File: config.mk
export PLATFORM = sky130hd
export DESIGN_NAME = time_display_scan_flat
export DESIGN_NICKNAME = d
export VERILOG_FILES = /design/src/rtl/time_display_scan_if.sv /design/src/rtl/time_display_scan.sv /design/src/flat_wrapper.sv
export SDC_FILE = /design/constraint.sdc
export NUM_CORES = 1
export LEC_CHECK = 0
export ABC_AREA = 1
export CAP_MARGIN = 20
export CORE_MARGIN = 1.5
export CORE_UTILIZATION = 42
export DETAILED_ROUTE_END_ITERATION = 16
export PLACE_DENSITY = 0.66
export SLEW_MARGIN = 20
export SYNTH_ARGS = -nofsm -noshare
export SYNTH_HDL_FRONTEND = slang
export SYNTH_SLANG_ARGS = --single-unit
File: constraint.sdc
create_clock -name kh_clk -period 5 [get_ports kh_clk]
set_clock_uncertainty 0.15 [all_clocks]
set_input_delay 0.5 -clock kh_clk [delete_from_list [all_inputs] [get_ports kh_clk]]
set_output_delay 0.5 -clock kh_clk [all_outputs]
set_load 0.005 [all_outputs]
File: src/rtl/time_display_scan_if.sv
// time_display_scan_if: disp_time bus into the scanner and the multiplexed 7-segment outputs back out
interface time_display_scan_if;
  logic [23:0] disp_time;
  logic [6:0]  seg_n;
  logic        dp_n;
  logic [5:0]  an_n;
  logic        frame_end;
  modport master (output disp_time, input seg_n, dp_n, an_n, frame_end);
  modport slave (input disp_time, output seg_n, dp_n, an_n, frame_end);
endinterface

File: src/rtl/time_display_scan.sv
// time_display_scan: BCD HH:MM:SS to 6-digit muxed active-low 7-seg (kh_clk, reset; bus.disp_time in; bus.seg_n/dp_n/an_n/frame_end out)
module time_display_scan #(
  parameter int SCAN_DIV     = 4,
  parameter int BLINK_FRAMES = 50,
  parameter int BLANK_LZ     = 1
) (
  input logic                 kh_clk,
  input logic                 reset,
  time_display_scan_if.slave  bus
);
  localparam int CW = $clog2(SCAN_DIV);
  localparam int FW = BLINK_FRAMES > 1 ? $clog2(BLINK_FRAMES) : 1;
  logic [CW-1:0] cnt_q;
  logic [2:0]    idx_q;
  logic [FW-1:0] frames_q;
  logic          colon_q;
  logic [23:0]   snap_q;
  logic [6:0]    seg_q, seg_d;
  logic [5:0]    an_q, an_d;
  logic          dp_q, dp_d, fe_q;
  logic [3:0]    nib;
  logic          cnt_wrap, frame_wrap, blink;
  always_comb begin
    nib        = snap_q[{idx_q, 2'b00} +: 4];
    cnt_wrap   = cnt_q == CW'(SCAN_DIV - 1);
    frame_wrap = cnt_wrap && idx_q == 3'd5;
    blink      = frames_q == FW'(BLINK_FRAMES - 1);
    an_d = (cnt_q == '0 || (BLANK_LZ != 0 && idx_q == 3'd5 && snap_q[23:20] == 4'd0)) ? 6'h3F : ~(6'd1 << idx_q);
    dp_d = !(colon_q && (idx_q == 3'd2 || idx_q == 3'd4));
    case (nib)
      4'd0:    seg_d = 7'b1000000;
      4'd1:    seg_d = 7'b1111001;
      4'd2:    seg_d = 7'b0100100;
      4'd3:    seg_d = 7'b0110000;
      4'd4:    seg_d = 7'b0011001;
      4'd5:    seg_d = 7'b0010010;
      4'd6:    seg_d = 7'b0000010;
      4'd7:    seg_d = 7'b1111000;
      4'd8:    seg_d = 7'b0000000;
      4'd9:    seg_d = 7'b0010000;
      default: seg_d = 7'b0111111;
    endcase
  end
  always_ff @(posedge kh_clk) begin
    if (reset) begin
      cnt_q    <= '0;
      idx_q    <= '0;
      frames_q <= '0;
      colon_q  <= 1'b1;
      snap_q   <= '0;
      seg_q    <= 7'h7F;
      an_q     <= 6'h3F;
      dp_q     <= 1'b1;
      fe_q     <= 1'b0;
    end else begin
      cnt_q <= cnt_wrap ? '0 : cnt_q + 1'b1;
      idx_q <= !cnt_wrap ? idx_q : frame_wrap ? 3'd0 : idx_q + 3'd1;
      if (frame_wrap) begin
        snap_q   <= bus.disp_time;
        frames_q <= blink ? '0 : frames_q + 1'b1;
        colon_q  <= colon_q ^ blink;
      end
      seg_q <= seg_d;
      an_q  <= an_d;
      dp_q  <= dp_d;
      fe_q  <= frame_wrap;
    end
  end
  assign bus.seg_n     = seg_q;
  assign bus.an_n      = an_q;
  assign bus.dp_n      = dp_q;
  assign bus.frame_end = fe_q;
endmodule

File: src/flat_wrapper.sv
// flat-port wrapper written by rule: the top's interface ports become plain ports
module time_display_scan_flat 
#(
  parameter int SCAN_DIV     = 4,
  parameter int BLINK_FRAMES = 50,
  parameter int BLANK_LZ     = 1
)
  (kh_clk, reset, bus_disp_time, bus_seg_n, bus_dp_n, bus_an_n, bus_frame_end);
  time_display_scan_if bus_i ();
  input logic kh_clk;
  input logic reset;
  input wire logic [$bits(bus_i.disp_time)-1:0] bus_disp_time;
  output wire logic [$bits(bus_i.seg_n)-1:0] bus_seg_n;
  output wire logic [$bits(bus_i.dp_n)-1:0] bus_dp_n;
  output wire logic [$bits(bus_i.an_n)-1:0] bus_an_n;
  output wire logic [$bits(bus_i.frame_end)-1:0] bus_frame_end;
  assign bus_i.disp_time = bus_disp_time;
  assign bus_seg_n = bus_i.seg_n;
  assign bus_dp_n = bus_i.dp_n;
  assign bus_an_n = bus_i.an_n;
  assign bus_frame_end = bus_i.frame_end;
  time_display_scan #(.SCAN_DIV(SCAN_DIV), .BLINK_FRAMES(BLINK_FRAMES), .BLANK_LZ(BLANK_LZ)) u_core (.kh_clk(kh_clk), .reset(reset), .bus(bus_i));
endmodule
* Yosys cells after proc, flatten, opt, wreduce, memory -nomap -nowiden *
Memory sizes are Yosys's and may differ from the RTL's. A register that Yosys moved wholly into a read port is not among the register bits.
Cells that the tools add are included.

storage, ports and cells
  bits in registers = 44
  ROM bits = 112
  bits of input ports = 26
  output and inout bits = 15
  word-level logic and storage cells = 33
  memories kept = 1

memories
  name             depth  bits a word  rd ports  clocked after Yosys merged registers in  write ports  line                     source
  (no name shown)  16     7            1         1                                        0            time_display_scan.sv:30  case (nib)

operators by class
  add/subtract/negate cells = 3
  equal/unequal tests = 5
  shift operators = 2
  mux-type cells = 2
  bitwise logic cells = 2
  reduce and logical (&&, ||, !) cells = 10

operators by type and width
  cell                                             count
  variable part select 24 x 6 -> 4 bit             1
  adder 6 x 1 -> 6 bit, second input constant      1
  == test 3 bit, second input constant             2
  == test 6 bit, second input constant             1
  two-way mux 6 bit                                1
  NOT 6 bit                                        1
  << shifter 1 x 3 -> 6 bit, first input constant  1
  logical NOT 4 bit                                1
  OR reduction 2 bit                               2
  adder 3 x 1 -> 3 bit, second input constant      1
  == test 3 x 2 -> 1 bit, second input constant    1
  logical AND 1 bit                                3
  two-way mux 3 bit                                1
  adder 2 x 1 -> 2 bit, second input constant      1
  == test 2 bit, second input constant             1
  logical NOT 2 bit                                1
  logical OR 1 bit                                 2
  logical NOT 1 bit                                1
  bitwise XOR 1 bit                                1

* Longest topological paths before layout *
  depth after elaboration = 4
  gate-level depth with buffers = 14
  gate-level depth less buffers = 12

* Worst setup path after synthesis *
Ideal clock, no wire load.

  kind = reg-to-reg
  start point = reg u_core.idx_q[0]
  end point = reg u_core.seg_q[3] (netlist: u_core.bus.seg_n[3])
  setup time = 0.130 ns
  data arrival time = 1.585 ns
  required time = 4.720 ns
  setup slack = 3.135 ns
  stages on the path, launching flop included = 14
  path buffers = 2
  cells stage by stage = dfxtp_1 > buf_6 > inv_2 > buf_6 > nand2_1 > nand3_1 > nand2_1 > nand2_1 > nand2_1 > inv_1 > ha_1 > nand3_1 > nand3_1 > nand3_1

on the way
  longest elaborated chain between the ends = 1

ends and longest elaborated chain
  item                                  line                     source
  start, declared                       time_display_scan.sv:14  logic [2:0] idx_q;
  start signal, assigned                time_display_scan.sv:57  idx_q <= !cnt_wrap ? idx_q : frame_wrap ? 3'd0 : idx_q + 3'd1;
  variable part select 24 x 6 -> 4 bit  time_display_scan.sv:24  nib = snap_q[{idx_q, 2'b00} +: 4];
  end, declared                         time_display_scan.sv:18  logic [6:0] seg_q, seg_d;

No other way between the ends.
A chain may end at the register's enable or synchronous reset.

==> results by group <==
Setup path
  • CP max stage delay: 0.72 ns
  • Crit path cell chain: clkdlybuf4s50_1 > clkinv_1 > nand2_1 > o21ai_0
  • WS Path Type: in2reg
  • Worst path arrival time: 2.57 ns
  • CP Launch Type: input pin
  • Reg2Reg Setup Slack: ~2.5 ns
  • Max Fanout on Critical Path: 20
  • Slowest-stage cell, CP: nand2_1
  • Buf/Inv on CP: 2
  • Setup crit end kind: flip-flop
  • Worst Path Required: 5.01 ns
  • CP Launch Point: reset
  • CP top delay family: buffers and inverters
  • Critical R2R Launch: u_core.idx_q[0]

Final layout
  • Most frequent cells in the layout: nand2_1 (81), dfxtp_1 (51), clkdlybuf4s50_1 (40), nand3_1 (39), inv_1 (33)
  • Layout cells sized above 1: 7.44%
  • Fin area: between 0.002 and 0.003 mm²
  • FILL cells: between 500 and 600
  • FF+latch area: 0.00102 mm²
  • Fin cells: 408
  • Area growth syn-to-layout: 20.0%
  • Final #Nets: ~380
  • Most common cell after layout, fill and taps aside: nand2_1
  • Multi-input logic area: 0.00107 mm²
  • Diodes inserted: 0

Synth
  • Syn nets: 340
  • XOR/XNOR Fraction of Synth Area: 0.374%
  • Multiplexer share of the synthesized area: 0%
  • Async set-or-reset flop fraction in the synthesized netlist: 0%
  • Largest family of logic cells by synthesized area: simple AND/OR/NAND/NOR gates
  • Synth Area in Simple Gates: 29.0%
  • Yosys warning count: 0
  • Synth area leaders: dfxtp_1 (44%), nand2_1 (13%), nand3_1 (8.3%)
  • Syn avg cell area: around 7.8 µm²
  • Synth Area in Compound Gates: under 10%
  • Post-synth EDFFs: 0
  • Unique masters post-synth: 30
  • Mapped Area: 0.00234 mm²
  • Sequential share of the synthesized area: 43.6%
  • Yosys reg bits: 51
  • Post-synthesis adder-cell area fraction: roughly 8%
  • Main synth FF type: dfxtp_1
  • Area share of the largest cell type after synthesis: 43.6%
  • Cell count after synthesis: ~300
  • Synth area leader: dfxtp_1

Die
  • Ports: between 40 and 50
  • Die height: 77.7 µm
  • Core region area: 0.00544 mm²
  • Die W: 77.7 µm
  • Die ar.: 0.00603 mm²
  • Initial Util: 43.1%
  • Row count: 27

Timing
  • Final worst setup slack: 2.44 ns
  • Worst rel slew slack: 51.3%
  • Final hold violation count: 0
  • Maximum clock rate: 391 MHz
  • Slew Limit Fails: 0
  • Final min period: 2.56 ns
  • Final period util: 51.1%
  • Slew @ Worst Pin: 0.729 ns
  • RSZ-0062 raised after global routing: no
  • Final Hold Slack: 0.310 ns
  • Final setup TNS: 0 ns
  • Final setup fails: 0

Routing
  • Routed Antenna Nets: 0
  • Final WL: 4.41 mm
  • DR vias: 1851
  • DR pass1 iterations: 4
  • Initial drt markers: 75
  • Vias per inst: 4.54
  • Routed WL per cell: 10.8 µm
  • Remaining DRCs: 0

Clock network
  • CTS tree: done
  • CTS clock-pin slew for the worst setup and hold paths: roughly 0.08 ns
  • # Post-CTS Setup Buffers: 0
  • Post-CTS Resized: 0
  • Worst-case clock buffer depth: 2
  • H-tree levels: 2
  • CTS Root Cell: clkbuf_8
  • Clk sink count: 51
  • TritonCTS buffer count: 5
  • Worst skew pair latency: 0.30 ns
  • Post-CTS Hold Buffers: 0

Placement
  • Placed cell areas: 0.00273 mm²
  • Gp weighted congestion: 0.844
  • Setup WS pre-CTS: 2.10 ns
  • Port Buffers: 40
  • Cells after DPL: 400
  • Dpl hpwl: 3.31 mm

Flow run
  • Max Cap Viol: 0

Global routing
  • Vias in the first global route: 1788
  • Gr usage total: 16.4%
  • Global route overflow: 0
  • First-pass GRT wire length: a little under 8 mm
  • Initial antenna violation count: 0
  • Largest net degree at the start of global routing: 27

Min path
  • Worst hold path type: reg2reg
  • Hold_sp: u_core.cnt_q[0]

Power
  • Leakage power: ~1.2 nW
  • Peak supply drop: around 0.11 mV
  • PD cells: 265 mW/mm²

Run status
  • Status: completed
-- power by group --
part	internal, mW	switching (mW)
Sequential	0.418	0.00770
Clock	0.0984	0.126
Combinational	0.0501	0.0452
-- through the flow --
stage          power (mW)  utilization (%)
3_3_place_gp        0.531             50.2
6_report            0.745             51.7
2_1_floorplan       0.488                -
5_1_grt             0.782             51.7
4_1_cts             0.753             51.7
3_5_place_dp        0.531             50.2
-- final timing paths --
check        cells past startpoint                to
max                              4  u_core.snap_q[4]
min                              1   u_core.cnt_q[0]
max reg2reg                      6  u_core.snap_q[4]
min reg2reg                      1   u_core.cnt_q[0]
-- state kept, by name (all words and copies together), names as in the netlist --
name	cells
u_core.bus.frame_end	1
u_core.bus.an_n	6
u_core.idx_q	3
u_core.frames_q	6
u_core.bus.seg_n	7
u_core.snap_q	24
u_core.cnt_q	2
u_core.bus.dp_n	1
u_core.colon_q	1
-- synth_stat cells, drive strengths merged (2+ instances only) --
library cell  instances
nor3                  5
nand2                83
a21oi                 9
nand3                40
inv                  37
clkinv                2
buf                  10
or2                   2
nor2                 12
o21ai                22
dfxtp                51
ha                   15
nand4                 2
nor3b                 3
-- routing by layer --
metal	part of all wire (%)	up-vias	GRT usage (%)
li1	-	1022	-
met1	50	795	20.5
met2	46	26	27.6
met3	3.0	8	2.59
met4	1.9	0	7.64
met5	0	-	0
-- logic make-up (layout without fill, tap and decap cells) --
group / after synthesis / after routing
AND/OR/NAND/NOR: 149 / 149
flip-flops: 51 / 51
buffers and inverters: 50 / 87
AO/OA/AOI/OAI: 33 / 33
adder cells (fa/ha/maj): 15 / 15
XOR/XNOR: 1 / 1
-- layout make-up --
| type | count | share of cell area (%) |
|---|---|---|
| sequential | 51 | 36.3 |
| multi-input combinational | 198 | 38.1 |
| clock buffer | 7 | 2.71 |
| inverter | 39 | 5.21 |
| tap | 72 | 3.20 |
| timing repair buffer | 40 | 14.2 |
| clock inverter | 1 | 0.178 |
Power figures use the tool's default switching activity.
